<file path="config.mk">
export PLATFORM = sky130hd
export DESIGN_NAME = if_prefetch_stage_flat
export DESIGN_NICKNAME = d
export VERILOG_FILES = /design/src/rtl/if_prefetch_stage_if.sv /design/src/rtl/if_prefetch_stage.sv /design/src/flat_wrapper.sv
export SDC_FILE = /design/constraint.sdc
export NUM_CORES = 1
export LEC_CHECK = 0
export CAP_MARGIN = 40
export CELL_PAD_IN_SITES_DETAIL_PLACEMENT = 1
export CELL_PAD_IN_SITES_GLOBAL_PLACEMENT = 2
export CORE_AREA = 2 2 214 258
export DETAILED_ROUTE_END_ITERATION = 12
export DIE_AREA = 0 0 216 260
export HOLD_SLACK_MARGIN = 0.08
export PLACE_DENSITY_LB_ADDON = 0.1
export SYNTH_ARGS = -nofsm -noshare
export SYNTH_HDL_FRONTEND = slang
export SYNTH_SLANG_ARGS = --single-unit
</file>
<file path="constraint.sdc">
create_clock -name clk -period 3.2 [get_ports clk]
set_clock_uncertainty 0.15 [all_clocks]
set_input_delay 0.32 -clock clk [delete_from_list [all_inputs] [get_ports clk]]
set_output_delay 0.32 -clock clk [all_outputs]
set_load 0.05 [all_outputs]
</file>
<file path="src/rtl/if_prefetch_stage_if.sv">
`default_nettype none
// ============================================================================
// Module   : if_prefetch_stage_if
// Purpose  : Instruction-memory request/response bus (req/gnt/rvalid).
// Revision : 1.0 - initial release
// ============================================================================
interface if_prefetch_stage_if #(
  parameter int ADDR_W = 32,
  parameter int DATA_W = 32
);
  logic              imem_req;
  logic [ADDR_W-1:0] imem_addr;
  logic              imem_gnt;
  logic              imem_rvalid;
  logic [DATA_W-1:0] imem_rdata;

  modport master (
    output imem_req, imem_addr,
    input  imem_gnt, imem_rvalid, imem_rdata
  );

  modport slave (
    input  imem_req, imem_addr,
    output imem_gnt, imem_rvalid, imem_rdata
  );
endinterface
`default_nettype wire

</file>
<file path="src/rtl/if_prefetch_stage.sv">
`default_nettype none
// ============================================================================
// Module   : if_prefetch_stage
// Purpose  : Instruction fetch with DEPTH-entry prefetch queue, credit-limited
//            in-order memory requests and branch flush with stale-drop.
//            Optional macro IF_BYPASS_EN: same-cycle bypass into an empty queue.
// Revision : 1.0 - initial release
// ============================================================================
module if_prefetch_stage #(
  parameter int                ADDR_W   = 32,
  parameter int                DATA_W   = 32,
  parameter int                DEPTH    = 4,
  parameter logic [ADDR_W-1:0] RESET_PC = '0,
  parameter int                MAX_OUT  = 4
) (
  input  logic                       clk,
  input  logic                       rst,
  input  logic                       branchTaken,
  input  logic [ADDR_W-1:0]          branchAddr,
  input  logic                       freeze,
  if_prefetch_stage_if.master        imem,
  output logic                       valid,
  output logic [ADDR_W-1:0]          pc,
  output logic [DATA_W-1:0]          instruction,
  output logic [$clog2(DEPTH+1)-1:0] fifo_count
);

  localparam int PW = $clog2(DEPTH);
  localparam int CW = $clog2(DEPTH+1);
  localparam int IW = $clog2(MAX_OUT+1);
  localparam int SW = ((CW > IW) ? CW : IW) + 1;
  localparam logic [ADDR_W-1:0] INSN_BYTES = ADDR_W'(4);

  logic [ADDR_W-1:0] fetch_pc_q, fetch_pc_d;
  logic [ADDR_W-1:0] resp_pc_q,  resp_pc_d;
  logic [IW-1:0]     inflight_q, inflight_d;
  logic [IW-1:0]     drop_q,     drop_d;
  logic [PW-1:0]     rd_ptr_q,   rd_ptr_d;
  logic [PW-1:0]     wr_ptr_q,   wr_ptr_d;
  logic [CW-1:0]     count_q,    count_d;
  logic [ADDR_W-1:0] pc_mem_q  [DEPTH];
  logic [DATA_W-1:0] ins_mem_q [DEPTH];

  logic          empty, full, issue, fire, resp_keep, push, q_pop;
  logic [SW-1:0] occ;

  assign empty = (count_q == '0);
  assign full  = (count_q == CW'(DEPTH));
  // Queued entries plus outstanding requests must fit, so a response always has a slot.
  assign occ   = SW'(count_q) + SW'(inflight_q);
  assign issue = rst && !branchTaken && (occ < SW'(DEPTH)) && (inflight_q < IW'(MAX_OUT));
  assign fire  = issue && imem.imem_gnt;

  assign imem.imem_req  = issue;
  assign imem.imem_addr = fetch_pc_q;

  assign resp_keep = imem.imem_rvalid && (drop_q == '0) && !branchTaken;
  assign q_pop     = !empty && !freeze && !branchTaken;

`ifdef IF_BYPASS_EN
  logic byp;
  assign byp         = rst && resp_keep && empty;
  assign push        = resp_keep && !(byp && !freeze);
  assign valid       = !empty || byp;
  assign pc          = !empty ? pc_mem_q[rd_ptr_q]
                              : (byp ? resp_pc_q + INSN_BYTES : '0);
  assign instruction = !empty ? ins_mem_q[rd_ptr_q]
                              : (byp ? imem.imem_rdata : '0);
`else
  assign push        = resp_keep;
  assign valid       = !empty;
  assign pc          = !empty ? pc_mem_q[rd_ptr_q]  : '0;
  assign instruction = !empty ? ins_mem_q[rd_ptr_q] : '0;
`endif

  assign fifo_count = count_q;

  always_comb begin
    fetch_pc_d = fetch_pc_q;
    resp_pc_d  = resp_pc_q;
    inflight_d = inflight_q + IW'(fire) - IW'(imem.imem_rvalid);
    drop_d     = drop_q;
    rd_ptr_d   = rd_ptr_q;
    wr_ptr_d   = wr_ptr_q;
    count_d    = count_q;

    if (branchTaken) begin
      fetch_pc_d = branchAddr;
      resp_pc_d  = branchAddr;
      // Every request still outstanding after this cycle belongs to the old path.
      drop_d     = inflight_q - IW'(imem.imem_rvalid);
      rd_ptr_d   = '0;
      wr_ptr_d   = '0;
      count_d    = '0;
    end else begin
      if (fire) begin
        fetch_pc_d = fetch_pc_q + INSN_BYTES;
      end
      if (resp_keep) begin
        resp_pc_d = resp_pc_q + INSN_BYTES;
      end
      if (imem.imem_rvalid && (drop_q != '0)) begin
        drop_d = drop_q - IW'(1);
      end
      wr_ptr_d = wr_ptr_q + PW'(push);
      rd_ptr_d = rd_ptr_q + PW'(q_pop);
      count_d  = count_q + CW'(push) - CW'(q_pop);
    end
  end

  always_ff @(posedge clk or negedge rst) begin
    if (!rst) begin
      fetch_pc_q <= RESET_PC;
      resp_pc_q  <= RESET_PC;
      inflight_q <= '0;
      drop_q     <= '0;
      rd_ptr_q   <= '0;
      wr_ptr_q   <= '0;
      count_q    <= '0;
      for (int i = 0; i < DEPTH; i++) begin
        pc_mem_q[i]  <= '0;
        ins_mem_q[i] <= '0;
      end
    end else begin
      fetch_pc_q <= fetch_pc_d;
      resp_pc_q  <= resp_pc_d;
      inflight_q <= inflight_d;
      drop_q     <= drop_d;
      rd_ptr_q   <= rd_ptr_d;
      wr_ptr_q   <= wr_ptr_d;
      count_q    <= count_d;
      if (push) begin
        pc_mem_q[wr_ptr_q]  <= resp_pc_q + INSN_BYTES;
        ins_mem_q[wr_ptr_q] <= imem.imem_rdata;
      end
    end
  end

  a_no_overflow : assert property (@(posedge clk) disable iff (!rst)
    (push && !q_pop) |-> !full);

endmodule
`default_nettype wire

</file>
<file path="src/flat_wrapper.sv">
// flat-port wrapper written by rule: the top's interface ports become plain ports
module if_prefetch_stage_flat 
#(
  parameter int                ADDR_W   = 32,
  parameter int                DATA_W   = 32,
  parameter int                DEPTH    = 4,
  parameter logic [ADDR_W-1:0] RESET_PC = '0,
  parameter int                MAX_OUT  = 4
)
  (clk, rst, branchTaken, branchAddr, freeze, valid, pc, instruction, fifo_count, imem_imem_req, imem_imem_addr, imem_imem_gnt, imem_imem_rvalid, imem_imem_rdata);
  if_prefetch_stage_if #(.ADDR_W(ADDR_W), .DATA_W(DATA_W)) imem_i ();
  input  logic clk;
  input  logic rst;
  input  logic branchTaken;
  input  logic [ADDR_W-1:0] branchAddr;
  input  logic freeze;
  output logic valid;
  output logic [ADDR_W-1:0] pc;
  output logic [DATA_W-1:0] instruction;
  output logic [$clog2(DEPTH+1)-1:0] fifo_count;
  output wire logic [$bits(imem_i.imem_req)-1:0] imem_imem_req;
  output wire logic [$bits(imem_i.imem_addr)-1:0] imem_imem_addr;
  input wire logic [$bits(imem_i.imem_gnt)-1:0] imem_imem_gnt;
  input wire logic [$bits(imem_i.imem_rvalid)-1:0] imem_imem_rvalid;
  input wire logic [$bits(imem_i.imem_rdata)-1:0] imem_imem_rdata;
  assign imem_imem_req = imem_i.imem_req;
  assign imem_imem_addr = imem_i.imem_addr;
  assign imem_i.imem_gnt = imem_imem_gnt;
  assign imem_i.imem_rvalid = imem_imem_rvalid;
  assign imem_i.imem_rdata = imem_imem_rdata;
  if_prefetch_stage #(.ADDR_W(ADDR_W), .DATA_W(DATA_W), .DEPTH(DEPTH), .RESET_PC(RESET_PC), .MAX_OUT(MAX_OUT)) u_core (.clk(clk), .rst(rst), .branchTaken(branchTaken), .branchAddr(branchAddr), .freeze(freeze), .imem(imem_i), .valid(valid), .pc(pc), .instruction(instruction), .fifo_count(fifo_count));
endmodule
</file>
==> flow_summary.yaml <==
sta:
  max_clock_freq_ghz: 0.330
  grt_setup_unrepaired: "false"
  hold_viol: 0
  slew_headroom: 0.346
  post-route-period-util: 0.947
  fin_crit_ns: 3.03
  slew_viol_final: 0
  setup_tns_ns: 0
  setup_slack_ns: 0.169
  max_slew.worst_pin.slew_ns: 0.981
  setup_violations: 0
die:
  die_y_um: 260
  placementRows: 93
  dieArea_um2: 56200
  core_area_um2: 53500
  fp.dieW_um: 216
  initial_utilization: 0.297
  ios: 171
setup_path:
  crit_type: "flip-flop to primary output"
  r2r_end: "u_core.fifo_count[2]$_DFF_PN0_"
  cp.required_ns: 2.73
  arrival_ns: 2.56
  cp_slowest_cell: "mux4_2"
  cp-end-kind: "primary output"
  cp_max_fo: 35
  crit_chain: "buf_12 -> buf_6 -> mux4_2 -> and2_1 -> buf_4"
  crit_path_start_kind: "flip-flop"
  r2r-start: "u_core.fifo_count[1]$_DFF_PN0_"
  crit_start: "u_core.rd_ptr_q[0]$_DFF_PN0_"
  reg2reg_depth: 10
  cp_slowest_stage_delay_ns: 0.55
  crit_end: "instruction[16]"
  r2r_slack_ns: 0.41
placed_design:
  routabilityCongestion: 0.729
  dp_hpwl_mm: 29.9
  io_buffers: 170
  place_ws_ns: 0.368
final_layout:
  multi_input_area_um2: 7080
  layout-drive-gt1-share: 0.200
  layout-area-overhead-vs-synth_pct: 24.2
  regArea_um2: 8340
  nNetsFinal: 1666
  final.fill_count: 5864
  diodes: 0
detailed_routing:
  vias_per_cell: 4.80
  ant_nets: 0
  drt-total-wl_mm: 45.4
  wl_per_cell_um: 19.6
  drtIter0Drc: 395
  drc: 0
  drt_first_pass_iters: 4
  via_count: 11100
global_route:
  grt_start_max_net_pins: 155
  grt_first_pass_wirelength_mm: 72.7
  track_usage: 0.166
  antenna_found_initial: 1
  first_global_vias: 12500
  grt_remaining_overflow: 0
pwr:
  ir_drop_uv: 345
  p_per_area_nw_per_um2: 759
  p_leak_nw: 8.67
synth:
  netlist_area_um2: 15900
  synth_top_flop_cell: "dfrtp_1"
  synthTopCellsByCount: "dfrtp_1, nand2_1, o21ai_0, mux2_2, and2_1"
  yosys.area.top_type: "dfrtp_1"
  ys_warn_count: 0
  seq_area_frac_synth: 0.525
  async_flop_share: 1.00
  synthTopCellsByArea: "dfrtp_1, mux4_2, mux2_2"
  synth_cell_types: 55
  synth_edf_count: 0
  synth_top_area_frac: 0.525
  syn_inst: 1430
  yosysMostFrequentCell: "dfrtp_1"
  synth_seq_cells: 333
  syn_area_per_cell_um2: 11.1
  synthesis.nets: 1516
flow_run:
  drv_cap: 0
cts:
  worstSkewPairLatency_ns: 0.55
  clk_path_buf_depth: 3
  cts_tree: "done"
  path_clk_slew_ns: 0.06
  cts.sinks: 333
  root_buffer: "clkbuf_16"
  cts_buffers: 40
  post_cts_buffers: 0
  htreeDepth: 2
worst_hold_path:
  holdPathStages: 3
  min_path_type: "input port to flip-flop"
status:
  status: "complete, no violations"
==> metrics by stage <==
stage	total power [mW]	util	area, um2	hold slack (ns)	cells
after CTS	15.3	0.369	19700	0.186	2321
after floorplan	8.92	-	15900	-0.126	1430
after global routing	15.9	0.369	19700	0.213	2321
after global placement	10.6	0.344	18400	0.267	2246
final	15.0	0.369	19700	0.221	2321
after detailed placement	10.7	0.345	18400	0.264	2248
==> cell type report <==
cell class / count / share of cell area
sequential: 333 / 0.423
clock inverter: 12 / 0.00621
tap: 712 / 0.0451
timing repair buffer: 204 / 0.103
clock buffer: 59 / 0.0595
inverter: 26 / 0.00495
multi-input combinational: 975 / 0.359
==> placed cells by master (no fill, tap or decap), types with 41 or more instances in the layout <==
cell             count
clkdlybuf4s50_1    102
xnor2_1             43
o21ai_0            129
mux2_2             101
and2_1              70
mux4_2              64
clkbuf_16           41
dfrtp_1            331
buf_4               50
nand2_1            288
==> per-layer routing <==
layer  part of all wire  track usage
met5                  0            0
met3              0.036       0.0280
met2               0.50        0.295
met1               0.44        0.210
met4              0.019       0.0401
==> what timing repair did <==
item                                    CTS  global route
endpoints found under the setup margin   45             1
pin swaps                                 0             0
hold buffers                              2             0
hold endpoints to repair                 34             0
resized for setup                        33             1
gates cloned                              0             0
==> power breakdown <==
part	internal, mW	total, mW	switching (mW)
clock	2.70	4.53	1.83
sequential	4.99	5.50	0.508
combinational	1.99	4.93	2.94
==> worst min path at each step <==
stage                         startpoint                           endpoint  slack, ns
after floorplan                      rst       u_core.drop_q[0]$_DFFE_PN0P_      -0.13
after global placement               rst  u_core.ins_mem_q[117]$_DFFE_PN0P_       0.27
after detailed placement             rst   u_core.ins_mem_q[53]$_DFFE_PN0P_       0.26
after CTS                 branchAddr[26]   u_core.resp_pc_q[26]$_DFFE_PN0N_       0.19
after global routing      branchAddr[26]   u_core.resp_pc_q[26]$_DFFE_PN0N_       0.21
final                     branchAddr[26]   u_core.resp_pc_q[26]$_DFFE_PN0N_       0.22
==> sequential cells by signal, summed over array words and instances, names as in the netlist <==
name                   flops
u_core.drop_q              3
u_core.imem.imem_addr     32
u_core.inflight_q          3
u_core.pc_mem_q          128
u_core.resp_pc_q          32
u_core.fifo_count          3
u_core.ins_mem_q         128
u_core.wr_ptr_q            2
u_core.rd_ptr_q            2
==> worst max-delay path: cells and delay by family (launching register included) <==
family,cells,cell delay (ns)
buffers and inverters,3,0.82
muxes,1,0.55
DFF,1,0.42
and+or+nand+nor,1,0.19
==> cell families after synthesis <==
family | count (synthesis) | share of synthesized area
simple gates | 517 | 0.158
flops | 333 | 0.525
xor+xnor | 70 | 0.0386
buf+inv | 122 | 0.0311
fa+ha+maj | 16 | 0.0135
compound gates | 206 | 0.0714
mux | 166 | 0.163
No activity file was read; power rests on OpenSTA's default activity.
